<file path="src/rtl/ram_fifo_ctrl.sv">
// ram_fifo_ctrl: FWFT valid/ready FIFO controller in front of a simple dual-port RAM with 1-cycle registered read
// Ports:
//   clk, rst                    single clock (also the RAM's wclk/rclk), synchronous active-high reset
//   in_data/in_valid/in_ready   write stream; a push writes the RAM in the same cycle
//   out_data/out_valid/out_ready first-word-fall-through read stream
//   ram_din/ram_write_en/ram_waddr  RAM write port
//   ram_raddr/ram_dout          RAM read port; ram_dout is valid the cycle after ram_raddr is sampled
//   level                       total entries held (RAM + inflight + output buffer); only with RAM_FIFO_LEVEL_EN
// Optional feature: define RAM_FIFO_LEVEL_EN to add the level output and its adder.
module ram_fifo_ctrl #(
    parameter int addr_width = 8,
    parameter int data_width = 8
) (
    input  logic                  clk,
    input  logic                  rst,
    input  logic [data_width-1:0] in_data,
    input  logic                  in_valid,
    output logic                  in_ready,
    output logic [data_width-1:0] out_data,
    output logic                  out_valid,
    input  logic                  out_ready,
    output logic [data_width-1:0] ram_din,
    output logic                  ram_write_en,
    output logic [addr_width-1:0] ram_waddr,
    output logic [addr_width-1:0] ram_raddr,
    input  logic [data_width-1:0] ram_dout
`ifdef RAM_FIFO_LEVEL_EN
    ,
    output logic [addr_width+1:0] level
`endif
);
    logic [addr_width:0]   wptr, rptr, ram_cnt;
    logic [data_width-1:0] head, skid;
    logic [1:0]            buf_cnt, occ;
    logic                  inflight, push, pop, issue, empty_ap;
    // buf_cnt + inflight never exceeds 2, so occ (slots committed after this pop) fits in 2 bits
    always_comb begin
        ram_cnt   = wptr - rptr;
        in_ready  = !ram_cnt[addr_width] && !rst;
        push      = in_valid && in_ready;
        out_valid = buf_cnt != 2'd0;
        pop       = out_valid && out_ready;
        occ       = buf_cnt + {1'b0, inflight} - {1'b0, pop};
        issue     = (ram_cnt != '0) && !occ[1];
        empty_ap  = (buf_cnt - {1'b0, pop}) == 2'd0;
    end
    assign out_data     = head;
    assign ram_din      = in_data;
    assign ram_write_en = push;
    assign ram_waddr    = wptr[addr_width-1:0];
    assign ram_raddr    = rptr[addr_width-1:0];
    always_ff @(posedge clk) begin
        if (rst) begin
            wptr     <= '0;
            rptr     <= '0;
            buf_cnt  <= '0;
            inflight <= 1'b0;
        end else begin
            wptr     <= wptr + (addr_width+1)'(push);
            rptr     <= rptr + (addr_width+1)'(issue);
            inflight <= issue;
            buf_cnt  <= occ;
        end
    end
    // Payload registers need no reset: buf_cnt alone decides what is valid
    always_ff @(posedge clk) begin
        if (inflight && empty_ap)
            head <= ram_dout;
        else if (pop && buf_cnt == 2'd2)
            head <= skid;
        if (inflight && !empty_ap)
            skid <= ram_dout;
    end
`ifdef RAM_FIFO_LEVEL_EN
    assign level = {1'b0, ram_cnt} + (addr_width+2)'(inflight) + (addr_width+2)'(buf_cnt);
`endif
endmodule

</file>
<file path="config.mk">
export PLATFORM = sky130hd
export DESIGN_NAME = ram_fifo_ctrl
export DESIGN_NICKNAME = d
export VERILOG_FILES = /design/src/rtl/ram_fifo_ctrl.sv
export SDC_FILE = /design/constraint.sdc
export NUM_CORES = 1
export LEC_CHECK = 0
export CAP_MARGIN = 0
export CORE_UTILIZATION = 50
export CTS_BUF_LIST = sky130_fd_sc_hd__clkbuf_4 sky130_fd_sc_hd__clkbuf_8
export DETAILED_ROUTE_END_ITERATION = 12
export PLACE_DENSITY_LB_ADDON = 0.12
export SLEW_MARGIN = 0
export SYNTH_ARGS = -nofsm -noshare
export SYNTH_HDL_FRONTEND = slang
export SYNTH_SLANG_ARGS = --single-unit
</file>
<file path="constraint.sdc">
create_clock -name clk -period 7.38 [get_ports clk]
set_input_delay 1.476 -clock clk [delete_from_list [all_inputs] [get_ports clk]]
set_output_delay 1.476 -clock clk [all_outputs]
set_load 0.005 [all_outputs]
</file>
==> results.md, run 1 <==
- At the worst endpoint, the required time is 5.90 ns.
- The number of nets in the synthesized netlist is 245.
- The area of the die is 0.004498 mm².
- The buffer levels on the longest clock path is 2.
- Setup repair after global routing left no endpoint under its margin.
- Setup violations remaining at the end of the flow were counted as 0.
- The end of the worst register-to-register path is rptr[8].
- The relative slew slack is 46.73%.
- The detail-routed net length per standard cell is 14.11 µm.
- The relative area change from synthesis to final layout is 16.49%.
- The ratio of routed vias to standard cells is 5.378.
- The number of CTS-inserted buffers is 5.
- The initial utilization of the core area, before any placement, comes to 52.55%.
- In the layout the commonest cells are 38 x clkdlybuf4s50_1, 21 x dfxtp_1, 19 x nor2_1.
- The beginning of the worst hold path is rptr[7].
- The H-tree was split into 2 levels.
- The multi-input logic area is 959.7 µm².
- The final hold violation count was 0.
- The share of synthesized registers carrying an async set or reset is 0%.
- The maximum net fanout on the critical path is 22.
- The first global-routing pass estimated 6.161 mm of wire.
- The power density over cell area is 322.7 mW/mm².
- The leakage power figure is 0.0009150 µW.
- Yosys mapped a number of flops with a built-in enable equal to 16.
- The type of the setup path with the least slack is in -> out.
- Once placement finished, the instance area stood at 0.002356 mm².
- The region available for standard cell placement spans 0.004029 mm².
- Routability-driven placement finished with a final weighted congestion of 0.7529.
- The largest net degree at the start of global routing is 23.
- In this run the worst hold path is classified as reg -> reg.
- The layout net count is 262.
- The run finished with clean final reports.
- The count of non-filler cells in the finished layout is 278.
- The data arrival time of the critical path is 3.26 ns.
- The clock period minus worst slack is 4.732 ns.
- The post-CTS repair timing setup buffer count is 0.
- Pin placement for this block handled 55 I/O pins.
- The total length of routed wires is 3.923 mm.
- The most used flip-flop cell after synthesis is dfxtp_1.
- Once detail routing completed, the nets flagged for antenna violations numbered 0.
- The fill cell instance count of the final layout is 345.
- The launch point of the worst reg-to-reg path is wptr[0].
- The footprint of the flip-flops and latches is 900.9 µm².
- The synthesis warning total is 0.
- The final instance area is 0.002466 mm².
- A synthesized cell averages 10.08 µm².
- Summed over all failing endpoints, the final setup total negative slack is 0 ns.
- The placed wire-length estimate after detailed placement is 2.935 mm.
- The cell sitting at the root of the clock tree is a clkbuf_8.
- The max-capacitance violation count is 0.
- Cells with a size suffix above 1 make up 9.211% of the layout.
- The post-synthesis cell type count is 40.
- Summed over all layers, the global routing overflow is 0.
- Counting every sink on the clock net gives 37.
- The max-slew violation count came to 0.
- The die is 67.07 µm tall.
- The internal reg-to-reg setup slack is 4.04 ns.
- The floorplan step set the die width to 67.07 µm.
- Dividing the final minimum period by the clock period gives 64.11%.
- The post-layout utilization of the core is 61.21%.
- The worst setup path is captured at an output port.
- The most common cell after layout, fill and taps aside is clkdlybuf4s50_1.
- The number of global-route vias before repair is 1,392.
- Static timing analysis puts the maximum clock frequency at 211.3 MHz.
- In this run the core area contains 23 standard-cell rows.
- Counting cells, the worst reg-to-reg path comes to 16.
- The actual transition at the worst max-transition pin is 0.7965 ns.
- The post-synthesis sequential area ratio is 42.55%.
- The remaining design rule violation count is 0.
- The post-synth design cell area is 0.002117 mm².
- The total of hold buffers inserted after clock tree synthesis is 0.
- The post-cts gate resize count is 0.
- The number of instances in the synthesized netlist is 210.
- Clock latency on the worst-skew pair, taken at its later pin, is 0.30 ns.
- The port buffer count is 38.
- The routed layout has 1,495 vias.
- Once placement completed, the tool counted placed cells totaling 270.
- For hold timing, the worst endpoint is rptr[7].
- After the first detailed-routing iteration, the DRC count stood at 71.
- VDD sags by at most 181.2 µV.
- Between clock sinks in the finished design, the worst skew comes to 0.009773 ns.
- The kind of start point of the critical path is an input port.
- The synthesized flop and latch total is 37.
- The first-pass iteration count of the detailed router is 4.
- The overall track demand over capacity in global routing is 18.82%.
- 0 antenna diodes ended up in the layout.
- The initial antenna violation count is 0.
- Counting instances, the worst hold path has a depth of 2.
- The clock slew seen by the registers of the worst setup and hold paths is 0.08 ns.
- TritonCTS built the clock tree.
[cell usage after synthesis (3+ instances only)]
cell	n	share of area, %
a21oi_1	7	1.7
and2_1	3	0.89
buf_4	24	8.5
dfxtp_1	21	20
edfxtp_1	16	23
ha_1	14	8.3
inv_1	14	2.5
mux2_2	8	4.3
nand2_1	8	1.4
nand3_1	11	2.6
nor2_1	19	3.4
nor2b_1	6	1.8
nor3_1	3	0.71
o21ai_0	5	1.2
or3_1	5	1.5
xnor2_1	9	3.7
xor2_1	9	3.7
[per-stage QoR]
step / setup WS (ns) / total power [µW] / hold WS (ns)
after floorplan: 3.685 / 519.7 / 0.4816
final: 2.648 / 795.8 / 0.5245
after detailed placement: 2.642 / 627.2 / 0.5188
after global routing: 2.486 / 848.8 / 0.5568
after CTS: 2.642 / 804.3 / 0.5298
after global placement: 2.693 / 613.7 / 0.5125
[report_power, final]
group          switching (µW)  total, µW  leakage, µW  internal [µW]
logic                     146        325     0.000542            178
registers                21.6        297     0.000321            275
clock network            75.2        175    0.0000518           99.4
total                     243        796     0.000915            553
[state kept, by name, summed over array words and instances, names as in the netlist]
register and cells:
inflight 1, wptr 9, skid 8, buf_cnt 2
out_data 8, rptr 9
[routing by layer]
layer | up-vias | global-route usage [%] | part of all wire [%]
met3 | 19 | 6.336 | 6.4
met2 | 46 | 32.13 | 50
met5 | - | 0 | 0
met1 | 688 | 20.28 | 40
met4 | 0 | 9.840 | 3.4
li1 | 742 | - | -
[cells by family (layout without fill, tap and decap cells)]
family / count (synthesis) / count (layout) / synth area share, %
and+or+nand+nor: 62 / 62 / 14.83
AOI/OAI and AO/OA: 27 / 27 / 9.101
adders and majority gates: 15 / 15 / 9.220
buffers and inverters: 42 / 60 / 12.12
xor gates and xnor gates: 18 / 18 / 7.447
muxes: 9 / 9 / 4.728
DFF: 37 / 37 / 42.55
[worst max path at each step]
stage / start / end / cells past startpoint
floorplan: out_ready / rptr[8] / 15
global placement: rst / ram_write_en / 4
detailed placement: rst / ram_write_en / 4
CTS: rst / ram_write_en / 4
global route: rst / ram_write_en / 4
finish: rst / ram_write_en / 4
[area by class of cell]
type	count	area share [%]
inverter	14	2.131
sequential	37	36.53
clock inverter	3	1.674
tap	50	2.537
multi-input combinational	131	38.91
clock buffer	5	2.790
timing repair buffer	38	15.42
[critical path, cell delays in order]
cell             delay [ns]
clkdlybuf4s50_1        0.82
nor2_1                 0.28
and2_1                 0.17
clkdlybuf4s50_1        0.50
(Power assumes the default switching activity.)
==> run 2: changes to the inputs <==
Settings changed: CORE_UTILIZATION 50 to 46.
Clock period 7.38 ns to 3.9 ns, I/O delays scaled along.
==> results.md, run 2 (synthesized netlist as in run 1, its figures left out) <==
- The flow ran to the end, and the final reports show no timing, DRC or antenna violations.
- The beginning of the worst hold path is rptr[7].
- The internal power consumption is 1051 µW.
- The data arrival time of the critical path is 2.99 ns.
- The overall track demand over capacity in global routing is 17.23%.
- The switching power share of the total is 30.13%.
- The worst hold margin is 0.5326 ns.
- The port buffer count is 38.
- The residual overflow from global routing is 0.
- The die covers 0.004878 mm².
- The tightest min-delay check is of the reg -> reg type.
- Across the whole layout, storage elements account for 903.4 µm².
- The worst clock skew on the final layout is 0.002284 ns.
- The max-capacitance violation count is 0.
- The later pin in the worst-skew pair is clocked with a latency of 0.29 ns.
- Summed over all nets, the half-perimeter wirelength after detailed placement is 2.960 mm.
- The global-route wire length before repair is 6.679 mm.
- Summed over all nets, the switching power comes to 453.3 µW.
- The worst setup path is launched from a register.
- The number of H-tree levels is 2.
- The layout net count is 264.
- The internal reg-to-reg setup slack is 0.60 ns.
- The maximum net fanout on the critical path is 6.
- Overall power consumption after layout is estimated at 1505 µW.
- The leakage power figure is 0.0009253 µW.
- The power share of the clock group is 21.7%.
- Counting I/O delays and the setup requirement, the final critical path takes 3.773 ns.
- The relative area change from synthesis to final layout is 17.55%.
- The fill cell instance count of the final layout is 376.
- The initial antenna violation count is 0.
- The relative contribution of sequential cells to total power is 37.3%.
- Power spread over the standard cell area amounts to 604.6 mW/mm².
- The I/O pin count is 55.
- The cell depth of the worst flop-to-flop path is 15.
- The critical path is of the reg -> out type.
- The launch point of the worst reg-to-reg path is rptr[2].
- The max-slew violation count came to 0.
- The data required time at the worst endpoint is 3.12 ns.
- Setup violations remaining at the end of the flow were counted as 0.
- The clock net in this run drives a total of 37 sinks.
- The hold path endpoint is rptr[7].
- The summed negative setup slack over all endpoints is 0 ns.
- The initialized floorplan defines 24 standard-cell rows.
- The routability-driven placement congestion ratio is 0.8380.
- The ratio of routed vias to standard cells is 5.333.
- The end of the worst register-to-register path is rptr[8].
- The total length of routed wires is 3.973 mm.
- The initial standard-cell utilization of the core is 48.29%.
- The logic gate share of total power is 41.0%.
- The most common cell after layout, fill and taps aside is clkdlybuf4s50_1.
- The post-CTS repair timing setup buffer count is 0.
- Measured along the x axis, the die boundary spans 69.84 µm.
- The relative slew slack is 54.12%.
- The clock slew seen by the registers of the worst setup and hold paths is 0.07 ns.
- The element type at the critical path end is an output port.
- The actual transition at the worst max-transition pin is 0.6857 ns.
- TritonCTS built the clock tree.
- The maximum VDD drop is 266.8 µV.
- The largest registers in the layout are rptr: 9 flops, wptr: 9 flops.
- In the layout the commonest cells are 38 x clkdlybuf4s50_1, 19 x nor2_1, 19 x dfxtp_1.
- Setup repair after global routing left no endpoint under its margin.
- The clock passes through at most 2 buffers.
- The largest net degree at the start of global routing is 23.
- The first TritonRoute pass finished after 5 iterations.
- Once placement completed, the tool counted placed cells totaling 274.
- The number of global-route vias before repair came to 1,465.
- The share of layout cells above drive strength 1 is 11.30%.
- 0 antenna diodes ended up in the layout.
- Once layout is complete, the cells apart from fillers number 282.
- Summing all multi-input logic gate instances after layout gives 962.2 µm².
- The remaining design rule violation count is 0.
- The floorplan step set the die height to 69.84 µm.
- The number of CTS-inserted buffers is 5.
- The maximum operating frequency is 265.0 MHz.
- The final hold violation count is 0.
- The buffer cell driving the clock tree root is clkbuf_8.
- The post-route antenna net violation count is 0.
- The total via count in the routed design is 1,504.
- The core region is 0.004384 mm².
- The detail-routed net length per standard cell is 14.09 µm.
- The count of cells along the worst hold path is 2.
- Of the available clock period, the critical path in the final layout requires 96.75%.
- For this block, the initial DRC count from the detailed router was 50.
-- run 2: changes by cell type in the layout (fill, tap and decap cells not counted) --
cell / change
dfxtp_2: +2
fa_1: -1
dfxtp_1: -2
fa_2: +1
buf_4: +2
-- run 2: worst max path at each step --
stage,start,endpoint
detailed placement,out_ready,rptr[8]
finish,rptr[2],ram_write_en
floorplan,out_ready,rptr[8]
global route,wptr[0],ram_write_en
global placement,out_ready,rptr[8]
CTS,wptr[0],ram_write_en
-- run 2: power groups by stage --
| stage | Clock (µW) | Sequential [µW] | Combinational, µW |
|---|---|---|---|
| after floorplan | 0 | 568 | 415 |
| after global routing | 348 | 572 | 683 |
| final | 327 | 561 | 617 |
| after detailed placement | 0 | 571 | 620 |
| after global placement | 0 | 566 | 605 |
| after CTS | 336 | 562 | 624 |
-- run 2: routing by layer --
layer | GRT usage (%) | up-vias | part of all wire, %
li1 | - | 740 | -
met1 | 19.89 | 697 | 43
met3 | 4.215 | 24 | 5.4
met2 | 30.56 | 43 | 49
met5 | 0 | - | 0
met4 | 6.444 | 0 | 2.2
-- run 2: cell type report --
| class | count | share of cell area, % |
|---|---|---|
| Clock inverter | 3 | 1.659 |
| Multi-Input combinational cell | 131 | 38.66 |
| Sequential cell | 37 | 36.30 |
| Inverter | 14 | 2.112 |
| Tap cell | 52 | 2.614 |
| Clock buffer | 5 | 2.765 |
| Timing Repair Buffer | 40 | 15.89 |
-- run 2: critical path, cell delays in order, from the launching register on --
cell and delay [ns]:
dfxtp_2 0.38, inv_1 0.05, ha_1 0.34, nor2b_4 0.16
o31a_1 0.34, o2111a_1 0.27, a211o_1 0.32, nor2_1 0.15
and2_1 0.18, clkdlybuf4s50_1 0.51
-- run 2: per-stage QoR --
step / instance area [µm²] / util (%) / setup slack, ns
floorplan: 2117 / - / 0.9010
global placement: 2374 / 54.14 / 0.2969
detailed placement: 2374 / 54.14 / 0.1772
CTS: 2484 / 56.65 / 0.09116
global route: 2489 / 56.76 / 0.008171
finish: 2489 / 56.76 / 0.1266
-- run 2: repair_timing --
action / in CTS / in global routing
hold endpoints to repair: 0 / 0
resized for setup: 0 / 3
hold buffers: 0 / 0
setup endpoints to repair: 0 / 1
==> run 3: changes to the inputs <==
Settings changed: HOLD_SLACK_MARGIN from default to 0.1, RECOVER_POWER from default to 100.
==> results.md, run 3 (synthesized netlist as in run 1, its figures left out) <==
- The flow ran to the end, and the final reports show no timing, DRC or antenna violations.
- The count of nets left with antenna violations once routing finished came out at 0.
- Counting every sink on the clock net gives 37.
- The relative area change from synthesis to final layout is 17.38%.
- Along the worst hold path, the cell count comes to 2.
- The repair_antennas step left the layout with diodes totalling 0.
- Leaving out fill and tap cells, the most frequent cells in the layout are 32 x dlygate4sd3_1, 19 x nor2_1, 19 x dfxtp_1.
- At the pin with the least slew margin, the transition time is 0.6795 ns.
- Measured on the finished design, the core utilization comes to 56.68%.
- Routability-driven placement finished with a final weighted congestion of 0.8380.
- The floorplan row count is 24.
- Of the cells placed in the final design, the portion with a size suffix greater than 1 is 10.87%.
- Measured along the x axis, the die boundary spans 69.84 µm.
- The initial antenna violation count is 0.
- The end of the worst register-to-register path is rptr[8].
- Using the TritonRoute via totals, the vias-per-cell ratio works out to 5.280.
- The final critical path takes up 96.49% of the cycle.
- The first detailed-routing pass took 4 iterations.
- The number of CTS-inserted buffers is 5.
- The first global-routing pass estimated 6.679 mm of wire.
- The number of cells on the worst reg-to-reg path is 15.
- The beginning of the worst hold path is rptr[7].
- The logic gate share of total power is 39.9%.
- Setup repair after global routing left no endpoint under its margin.
- The data required time at the worst endpoint is 3.12 ns.
- The total length of routed wires is 3.948 mm.
- In this run the tightest slew margin relative to its limit is 54.54%.
- The area of the core region is 0.004384 mm².
- Leaving out fill and tap cells, the most frequent cell in the layout is dlygate4sd3_1.
- The worst hold path belongs to the class reg -> reg.
- Summing all multi-input logic gate instances after layout gives 962.2 µm².
- The max-slew violation count came to 0.
- The element type at the critical path end is an output port.
- The max-capacitance violation count is 0.
- Setup total negative slack on the finished layout was measured at 0 ns.
- The hold path endpoint is rptr[7].
- Counting I/O delays and the setup requirement, the final critical path takes 3.763 ns.
- The buffer cell driving the clock tree root is clkbuf_8.
- The switching power share of the total is 30.49%.
- The buffer levels on the longest clock path is 2.
- The total power draw is 1474 µW.
- For this run the aggregate overflow at the end of global routing stands at 0.
- The launch point of the worst reg-to-reg path is rptr[2].
- The maximum net fanout on the critical path is 6.
- The critical path is of the reg -> out type.
- Dividing total power by cell area gives a power density of 593.2 mW/mm².
- Clock latency on the worst-skew pair, taken at its later pin, is 0.29 ns.
- The detail-routed net length per standard cell is 14.00 µm.
- The largest net degree at the start of global routing is 23.
- After detailed routing, the number of remaining DRC violations is 0.
- The leakage power figure is 0.0009696 µW.
- The I/O pin count is 55.
- VDD sags by at most 259.1 µV.
- The initial standard-cell utilization of the core is 48.29%.
- Cell internal power was estimated by the tool at 1025 µW.
- The largest registers in the layout are rptr: 9 flops, wptr: 9 flops.
- Across every metal layer, demand over resource in global routing totals 17.23%.
- The final hold violation count is 0.
- The fill cell instance count of the final layout is 378.
- The data arrival time of the critical path is 2.98 ns.
- Of the total power, the clock network draws 22.2%.
- The internal reg-to-reg setup slack is 0.60 ns.
- The worst clock skew on the final layout is 0.002180 ns.
- TritonCTS built the clock tree.
- The detailed router placed 1,489 vias in this run.
- The worst setup path is launched from a register.
- The die covers 0.004878 mm².
- The final setup violation count is 0.
- The maximum operating frequency is 265.7 MHz.
- The floorplan die height is 69.84 µm.
- In this run, the number of DRC markers left after iteration 0 of detailed routing was 55.
- The number of global-route vias before repair came to 1,465.
- The critical path starts at rptr[2].
- The analysis attributes to net switching a power of 449.4 µW.
- The clock tree synthesis step divided the H-tree into 2 levels.
- The layout net count is 264.
- After clock tree synthesis, the clock-pin slew on the worst setup and hold paths is 0.07 ns.
- The sequential cells in the finished layout cover a total of 903.4 µm².
- The relative contribution of sequential cells to total power is 37.9%.
- Detailed placement finished with a half-perimeter wire length of 2.960 mm.
- The port buffer count is 38.
## run 3: worst max-delay path by stage
stage	to	slack [ns]	cells past startpoint
finish	ram_write_en	0.14	9
global route	ram_write_en	0.02	10
CTS	ram_write_en	0.09	10
detailed placement	rptr[8]	0.18	16
global placement	rptr[8]	0.30	16
floorplan	rptr[8]	0.90	15
## run 3: power groups by stage
stage	combinational (µW)	clock, µW	sequential [µW]
after global routing	656	348	570
after detailed placement	620	0	571
after floorplan	415	0	568
after global placement	605	0	566
final	589	327	558
after CTS	624	336	562
## run 3: layout make-up
| cell class | count | area share [%] |
|---|---|---|
| Multi-Input combinational cell | 131 | 38.72 |
| Sequential cell | 37 | 36.35 |
| Timing Repair Buffer | 40 | 15.76 |
| Clock buffer | 5 | 2.769 |
| Tap cell | 52 | 2.618 |
| Inverter | 14 | 2.115 |
| Clock inverter | 3 | 1.662 |
## run 3: repair_timing
action / 4_1_cts / 5_1_grt
endpoints found under the setup margin: 0 / 1
gates resized for setup: 0 / 3
buffers inserted: 0 / 0
hold endpoints to repair: 0 / 0
hold buffers: 0 / 0
## run 3: worst max-delay path, stage by stage (launching register included)
cell             delay [ns]
dfxtp_2                0.38
inv_1                  0.05
ha_1                   0.34
nor2b_4                0.16
o31a_1                 0.34
o2111a_1               0.27
a211o_1                0.32
nor2_1                 0.14
and2_1                 0.18
clkdlybuf4s50_1        0.51
## run 3: metrics by stage
step,instance area (µm²),hold slack [ns],cells,setup slack (ns)
finish,2485,0.5286,282,0.1368
global route,2485,0.5712,282,0.02174
CTS,2484,0.5348,282,0.09116
detailed placement,2374,0.5233,274,0.1772
global placement,2374,0.5160,274,0.2969
floorplan,2117,0.4816,210,0.9010
## run 3: metal layers
layer,vias to the layer above,GRT usage (%),wire length (µm)
met5,-,0,0
met4,0,6.444,79
met2,35,30.56,1971
met3,20,4.215,193
met1,693,19.89,1704
li1,741,-,-
